<file path="src/rtl/itr_ctrl.sv">
// itr_ctrl: row-issue sequencer for the in-place radix-8 FFT.
// It runs one LOAD pass (rows taken from IOBUF) and then NSTAGE CALC passes
// (rows taken from FSC). Each pass is followed by a fixed write-back gap.
module itr_ctrl #(
  parameter int N_LOG2    = 9,
  parameter int NSTAGE    = 3,
  parameter int DRAIN_CYC = 4
) (
  input  logic              CLK,
  input  logic              RSTN,
  input  logic              START,
  input  logic              HOLD,
  output logic              SEL_ITR,
  output logic [2:0]        SEL_PERMR,
  output logic [N_LOG2-4:0] RADDR,
  output logic [1:0]        STAGE,
  output logic              RVALID,
  output logic              BUSY,
  output logic              DONE
);
  localparam int AW = N_LOG2 - 3;
  localparam int ND = (AW + 2) / 3;   // number of octal digits in a row address
  localparam int CW = (DRAIN_CYC > 1) ? $clog2(DRAIN_CYC) : 1;
  localparam logic [AW-1:0] RLAST = '1;
  localparam logic [CW-1:0] DLAST = CW'(DRAIN_CYC - 1);
  localparam logic [1:0]    SLAST = 2'(NSTAGE - 1);

  typedef enum logic [2:0] {IDLE, LOAD, DRAIN, CALC, FIN} state_t;

  state_t        state;
  logic [AW-1:0] r;
  logic [AW-1:0] r_inc;
  logic [CW-1:0] dcnt;
  logic          act;    // a row is presented on RADDR this cycle (LOAD/CALC)

  // Rotation = sum of the octal digits of the row, mod 8.
  // The top digit is zero-padded when AW is not a multiple of 3.
  function automatic logic [2:0] dsum(input logic [AW-1:0] v);
    logic [3*ND-1:0] p;
    logic [2:0]      s;
    p        = '0;
    p[AW-1:0] = v;
    s        = '0;
    for (int i = 0; i < ND; i++) s = s + p[3*i +: 3];
    return s;
  endfunction

  assign r_inc = r + AW'(1);

  // HOLD stalls issue in the cycle it is raised. The presented row stays
  // registered, and only the valid qualifier sees HOLD directly.
  assign RVALID = act & ~HOLD;

  // Sequencer: state, row/drain counters and all registered outputs.
  always_ff @(posedge CLK or negedge RSTN) begin
    if (!RSTN) begin
      state     <= IDLE;
      r         <= '0;
      dcnt      <= '0;
      act       <= 1'b0;
      STAGE     <= '0;
      SEL_ITR   <= 1'b0;
      SEL_PERMR <= '0;
      RADDR     <= '0;
      BUSY      <= 1'b0;
      DONE      <= 1'b0;
    end else begin
      DONE <= 1'b0;
      case (state)
        IDLE: if (START) begin
          state     <= LOAD;
          r         <= '0;
          STAGE     <= '0;
          SEL_ITR   <= 1'b0;
          RADDR     <= '0;
          SEL_PERMR <= '0;
          act       <= 1'b1;
          BUSY      <= 1'b1;
        end
        LOAD, CALC: if (!HOLD) begin
          if (r == RLAST) begin
            // RADDR/SEL_PERMR keep the last row through the gap.
            state <= DRAIN;
            r     <= '0;
            dcnt  <= '0;
            act   <= 1'b0;
          end else begin
            r         <= r_inc;
            RADDR     <= r_inc;
            SEL_PERMR <= dsum(r_inc);
          end
        end
        DRAIN: if (dcnt == DLAST) begin
          // SEL_ITR is still 0 only when the gap follows the LOAD pass.
          if (!SEL_ITR || STAGE != SLAST) begin
            state     <= CALC;
            act       <= 1'b1;
            SEL_ITR   <= 1'b1;
            RADDR     <= '0;
            SEL_PERMR <= '0;
            if (SEL_ITR) STAGE <= STAGE + 2'd1;
          end else begin
            state <= FIN;
            DONE  <= 1'b1;
          end
        end else begin
          dcnt <= dcnt + CW'(1);
        end
        FIN: begin
          state <= IDLE;
          BUSY  <= 1'b0;
        end
        default: state <= IDLE;
      endcase
    end
  end
endmodule
</file>
<file path="config.mk">
export PLATFORM = sky130hd
export DESIGN_NAME = itr_ctrl
export DESIGN_NICKNAME = d
export VERILOG_FILES = /design/src/rtl/itr_ctrl.sv
export SDC_FILE = /design/constraint.sdc
export NUM_CORES = 1
export LEC_CHECK = 0
export BUFFER_PORTS_ARGS = -buffer_cell sky130_fd_sc_hd__buf_2
export CORE_MARGIN = 1.5
export CORE_UTILIZATION = 45
export DETAILED_ROUTE_END_ITERATION = 10
export GPL_TIMING_DRIVEN = 0
export PLACE_DENSITY = 0.71
export RECOVER_POWER = 25
export SYNTH_ARGS = -nofsm -noshare
export SYNTH_HDL_FRONTEND = slang
export SYNTH_SLANG_ARGS = --single-unit
</file>
<file path="constraint.sdc">
create_clock -name CLK -period 3.7 [get_ports CLK]
set_clock_uncertainty 0.2 [all_clocks]
set_input_delay 0.555 -clock CLK [delete_from_list [all_inputs] [get_ports CLK]]
set_output_delay 0.555 -clock CLK [all_outputs]
set_load 0.05 [all_outputs]
</file>
======== Word-level counts from Yosys, hierarchy flattened ========
Cells that the tools add are included.
storage, ports and cells
  register bits ........................... 26
  latch bits .............................. 0
  RAM bits ................................ 0
  bits in read-only memories .............. 0
  output and inout port bits .............. 15
  logic and storage cells ................. 90
  memories ................................ 0
cells by class
  add/subtract/negate cells ............... 4
  $mul .................................... 0
  div/mod/pow operators ................... 0
  $lt $le $gt $ge ......................... 0
  equal/unequal tests ..................... 15
  shift-type cells ........................ 0
  mux-type cells .......................... 42
  bitwise logic cells ..................... 2
  reduce and logical (&&, ||, !) cells .... 17
operator list
  kind                 count
  $mux 6               7
  $mux 3               10
  $ne 2x2->1 const B   9
  $pmux 3 s3           2
  $pmux 6 s3           1
  $mux 2               7
  $pmux 6 s2           1
  $reduce_and 4->1     3
  $reduce_and 6->1     2
  $mux 1               9
  $pmux 2 s2           2
  $reduce_bool 2->1    4
  $add 6x1->6 const B  1
  $eq 3x2->1 const B   2
  $eq 6x6->1 const B   1
  $reduce_and 5->1     1
  $add 2x1->2 const B  2
  $pmux 1 s2           2
  $add 3x3->3          1
  $eq 3x1->1 const B   1
  $eq 3x3->1 const B   1
  $logic_not 3->1      1
  $pmux 1 s3           1
  $reduce_and 3->1     1
  other kinds (8)      8

======== Logic depth before layout (Yosys ltp) ========
  depth in word-level cells ............... 5
  gate-level depth with buffers ........... 8
  mapped depth without buffers ............ 8

======== Worst setup path before layout ========
No wires, ideal clock.
  path kind ............................... register to register
  start point ............................. reg STAGE[0]
  end point ............................... reg SEL_PERMR[2]
  setup time .............................. 121 ps
  arrival ................................. 1,841 ps
  setup slack ............................. 1,538 ps
  stages on the path, launching flop included .. 9
  buffers on the path ..................... 1
  clock period less this slack ............ 2,162 ps
  cell sequence ........................... dfrtp_1 inv_1 ha_1 nand2_1 a31oi_1 or2_1 a21o_1 buf_6 a22o_1
between the ends
  longest elaborated chain between the ends .. 4
ends and longest elaborated chain
  element                     line  source
  start, declared             16    output logic [1:0] STAGE,
  start signal, assigned      101   if (SEL_ITR) STAGE <= STAGE + 2'd1;
  $ne 2x2->1                  95    if (!SEL_ITR || STAGE != SLAST) begin
  $logic_or 1x1->1            95
  $ne 2x2->1 (no line)        --
  $reduce_and 6->1 (no line)  --
  end signal, assigned        90    SEL_PERMR <= dsum(r_inc);
  end, declared               14    output logic [2:0] SEL_PERMR,
Every way passes these cells.
A chain may end at the register's enable or synchronous reset.

======== Worst setup path in the final report ========
  start point ............................. reg r[0]
  end point ............................... reg SEL_PERMR[2]
between the ends
  longest elaborated chain between the ends .. 5
  elaborated cells on any way between the ends .. 8
  classes of those cells .................. 2 x add/sub; 2 x eq/ne; 3 x mux; 1 x reduce/logical
ends and longest elaborated chain
  element                 line  source
  start, declared         31    logic [AW-1:0] r;
  start signal, assigned  88    r <= r_inc;
  $add 6x1->6             48    assign r_inc = r + AW'(1);
  $add 3x3->3             44    for (int i = 0; i < ND; i++) s = s + p[3*i +: 3];
  $mux 3                  81    if (r == RLAST) begin
  $mux 3                  80    LOAD, CALC: if (!HOLD) begin
  $pmux 3 s3              69    case (state)
Several ways; a longest one is shown, not always the timed one. The select of a mux whose other input is x is not followed.

==> summary.md <==
| Metric | Value |
|---|---|
| Outcome | complete, no violations |
| Crit-path cells | ha_1 > nand3_2 > xor2_1 > fa_1 > xnor2_1 > xnor2_1 > a22o_1 |
| Die width | ~57 µm |
| Leak Pwr | 0.000761 µW |
| Worst R2R Path Depth | 7 |
| Worst Hold End | RADDR[3]$_DFFE_PN0P_ |
| Seq/Total Area, Yosys | roughly half |
| F_max | approximately 450 MHz |
| FF+latch area | 651 µm² |
| Number of global-route vias before repair | 942 |
| Largest net degree at the start of global routing | 27 |
| Final #Nets | 161 |
| Synth Cell Area | 1290 µm² |
| Fin worst setup slack | 1.47 ns |
| Unrepaired setup endpoints after global routing | false |
| Pins Over Slew Limit | 0 |
| Count leader, synth | dfrtp_1 |
| Syn Area/Cell | 10.0 µm² |
| Share of the synthesized area in the top cell type | ~50% |
| Grt total ovfl | 0 |
| Final period utilization | 60.4% |
| Cells after Synth | 129 |
| Asr flop ratio synth | 100% |
| Critical Path Source | r[0]$_DFFE_PN0P_ |
| Worst r2r dst | SEL_PERMR[2]$_DFFE_PN0P_ |
| Crit-path max FO | 6 |
| Iteration-0 DRC Markers | 10 |
| Total power | about 1300 µW |
| # DRC | 0 |
| Clk sink count | 26 |
| I/O pins | 19 |
| # fillers | 250 |
| Final hold vios | 0 |
| Hold buffers post-CTS | 0 |
| Area contributors post-synth | dfrtp_1 50%, a21o_1 5.2%, ha_1 3.9% |
| Share of cells above drive strength 1 | ~18% |
| Total number of yosys warnings | 0 |
| Root Buffer | clkbuf_4 |
| CP top delay family | adder cells |
| TritonCTS clock tree | yes |
| GPL Wtd Cong | 0.745 |
| Crit path launch type | flip-flop |
| Slowest CP cell | dfrtp_1 |
| Net Count, Synth | between 100 and 150 |
| WL/cell | 13.5 µm |
| Slew headroom | under 10% |
| Initial antenna violation count | 0 |
| Crit Reg-Reg Startpoint | r[0]$_DFFE_PN0P_ |
| Skew-Pair Late Insertion Delay | 0.32 ns |
| Synth Register Bits | 26 |
| Initial DRT Pass Iterations | 4 |
| Postcts setup bufs | 0 |
| WS Path Type | reg -> reg |
| Most used cell, CP | xnor2_1 |
| Worst setup EP type | flip-flop |
| HP Class | reg -> reg |
| HPWL Detailed | 1850 µm |
| Vias | ~990 |
| Number of buffers and inverters on the critical path | 0 |
| Dominant synthesized flop cell | dfrtp_1 |
| Synth unique cells | 33 |
| CTS resizes | 0 |
| Die area | 3200 µm² |
| Top post-synthesis cells by count | 26 x dfrtp_1, 12 x nand2_1, 11 x nor2_1, 9 x a21o_1, 9 x o21ai_0 |
| Site row count | 19 |
| Tmin final | 2.23 ns |
| Port Buffer Count | 18 |
| Clock transition at the registers of the reported paths | between 0.1 and 0.15 ns |
| Diodes inserted | 0 |
| Vias per cell | 5.46 |
| Antenna viol nets, final | 0 |
| H-tree depth | 1 |
| First-pass GRT wire length | 4210 µm |
| Critical path required time | 3.73 ns |
| CORE AREA | 2730 µm² |
| Slowest stage delay, CP | around 0.47 ns |
| Cell count of the worst hold path | 1 |
| Worst hold start | RADDR[3]$_DFFE_PN0P_ |
| Starting Density | between 40% and 50% |
| Place WS | 1.47 ns |
| Pwr dens | 892 nW/µm² |
| Number of synthesized flops with an enable pin | 0 |
| Worst vdd ir | 0.540 mV |
| Wirelength, routed | about 2500 µm |
| Fin Setup TNS | 0 ns |
| Multi-input logic area | 579 µm² |
| Layout area overhead | 14.0% |
| Gr usage total | about 17% |
| Worst EP arrival | 2.26 ns |
| R2r setup slk | 1.47 ns |
| Max Cap Viol | 0 |
| Slew of the pin with the lowest slew margin | 1.36 ns |
| Cell taking the most area after synthesis | dfrtp_1 |
| Total CTS buffers | 3 |
| CTS Buffer Depth | 2 |
| Die height | about 57 µm |
| Setup-failing EPs final | 0 |
cells by family after synthesis:
kind of cell	count (synthesis)	share of synthesized area [%]
buffers and inverters	11	4.75
AOI/OAI and AO/OA	37	18.4
and+or+nand+nor	44	17.0
xor gates and xnor gates	6	4.07
DFF	26	50.4
adders and majority gates	5	5.43
registers in the layout (all words and copies together) (netlist names):
name       flops
state          3
DONE           1
STAGE          2
r              6
RADDR          6
dcnt           2
SEL_ITR        1
SEL_PERMR      3
act            1
BUSY           1
cell type report:
class | instances | area share [%]
Buffer | 5 | 2.64
Timing Repair Buffer | 18 | 6.04
Multi-Input combinational cell | 92 | 39.4
Clock inverter | 1 | 2.04
Clock buffer | 3 | 1.53
Tap cell | 31 | 2.64
Sequential cell | 26 | 44.2
Inverter | 6 | 1.53
routing by layer:
metal  vias to the layer above  routed length [µm]  GRT usage (%)
met5                         -                   0              0
met4                         0                  16           5.78
met3                         2                 120           4.15
met2                        19                1180           28.2
met1                       483                1130           22.0
li1                        489                   -              -
cells in the final DEF, fill, tap and decap left out, drive strengths merged:
| cell type | netlist | final |
|---|---|---|
| a21o | 9 | 9 |
| a21oi | 8 | 8 |
| a22o | 5 | 5 |
| a22oi | 1 | 1 |
| a31oi | 1 | 1 |
| a41oi | 1 | 1 |
| and2 | 1 | 1 |
| and2b | 1 | 1 |
| and3 | 1 | 1 |
| buf | 4 | 21 |
| bufinv | 0 | 1 |
| clkbuf | 1 | 5 |
| dfrtp | 26 | 26 |
| fa | 1 | 1 |
| ha | 4 | 4 |
| inv | 6 | 6 |
| nand2 | 12 | 12 |
| nand2b | 3 | 3 |
| nand3 | 5 | 5 |
| nand3b | 1 | 1 |
| nor2 | 11 | 11 |
| nor2b | 2 | 2 |
| nor3 | 3 | 3 |
| nor3b | 1 | 1 |
| o21ai | 11 | 11 |
| o2bb2ai | 1 | 1 |
| or2 | 2 | 2 |
| or3 | 1 | 1 |
| xnor2 | 3 | 3 |
| xor2 | 3 | 3 |
report_power, final:
part	switching (µW)	internal, µW	leakage (µW)	total, µW
sequential	77.8	381	0.000327	459
combinational	435	222	0.000406	658
clock	85.8	110	0.0000279	195
worst max-delay path by stage:
stage,end,slack [ns],cells past startpoint
2_1_floorplan,SEL_PERMR[2]$_DFFE_PN0P_,1.54,8
3_3_place_gp,SEL_PERMR[2]$_DFFE_PN0P_,1.52,7
3_5_place_dp,SEL_PERMR[2]$_DFFE_PN0P_,1.47,7
4_1_cts,SEL_PERMR[2]$_DFFE_PN0P_,1.46,7
5_1_grt,SEL_PERMR[2]$_DFFE_PN0P_,1.35,7
6_report,SEL_PERMR[2]$_DFFE_PN0P_,1.47,7
stage by stage:
stage               instance area (µm²)  cells  hold WS, ns  util [%]
global route                       1470    182        0.311      53.8
detailed placement                 1420    178        0.263      51.9
finish                             1470    182        0.292      53.8
CTS                                1470    182       0.0128      53.9
floorplan                          1290    129       0.0594         -
global placement                   1420    178        0.257      51.9
worst register-to-register path, cell delays in order (launching register included):
cell and delay [ns]:
dfrtp_1 0.47, ha_1 0.28, nand3_2 0.13, xor2_1 0.19
fa_1 0.41, xnor2_1 0.15, xnor2_1 0.13, a22o_1 0.18
Note: power is estimated with default switching activity, not from simulation.
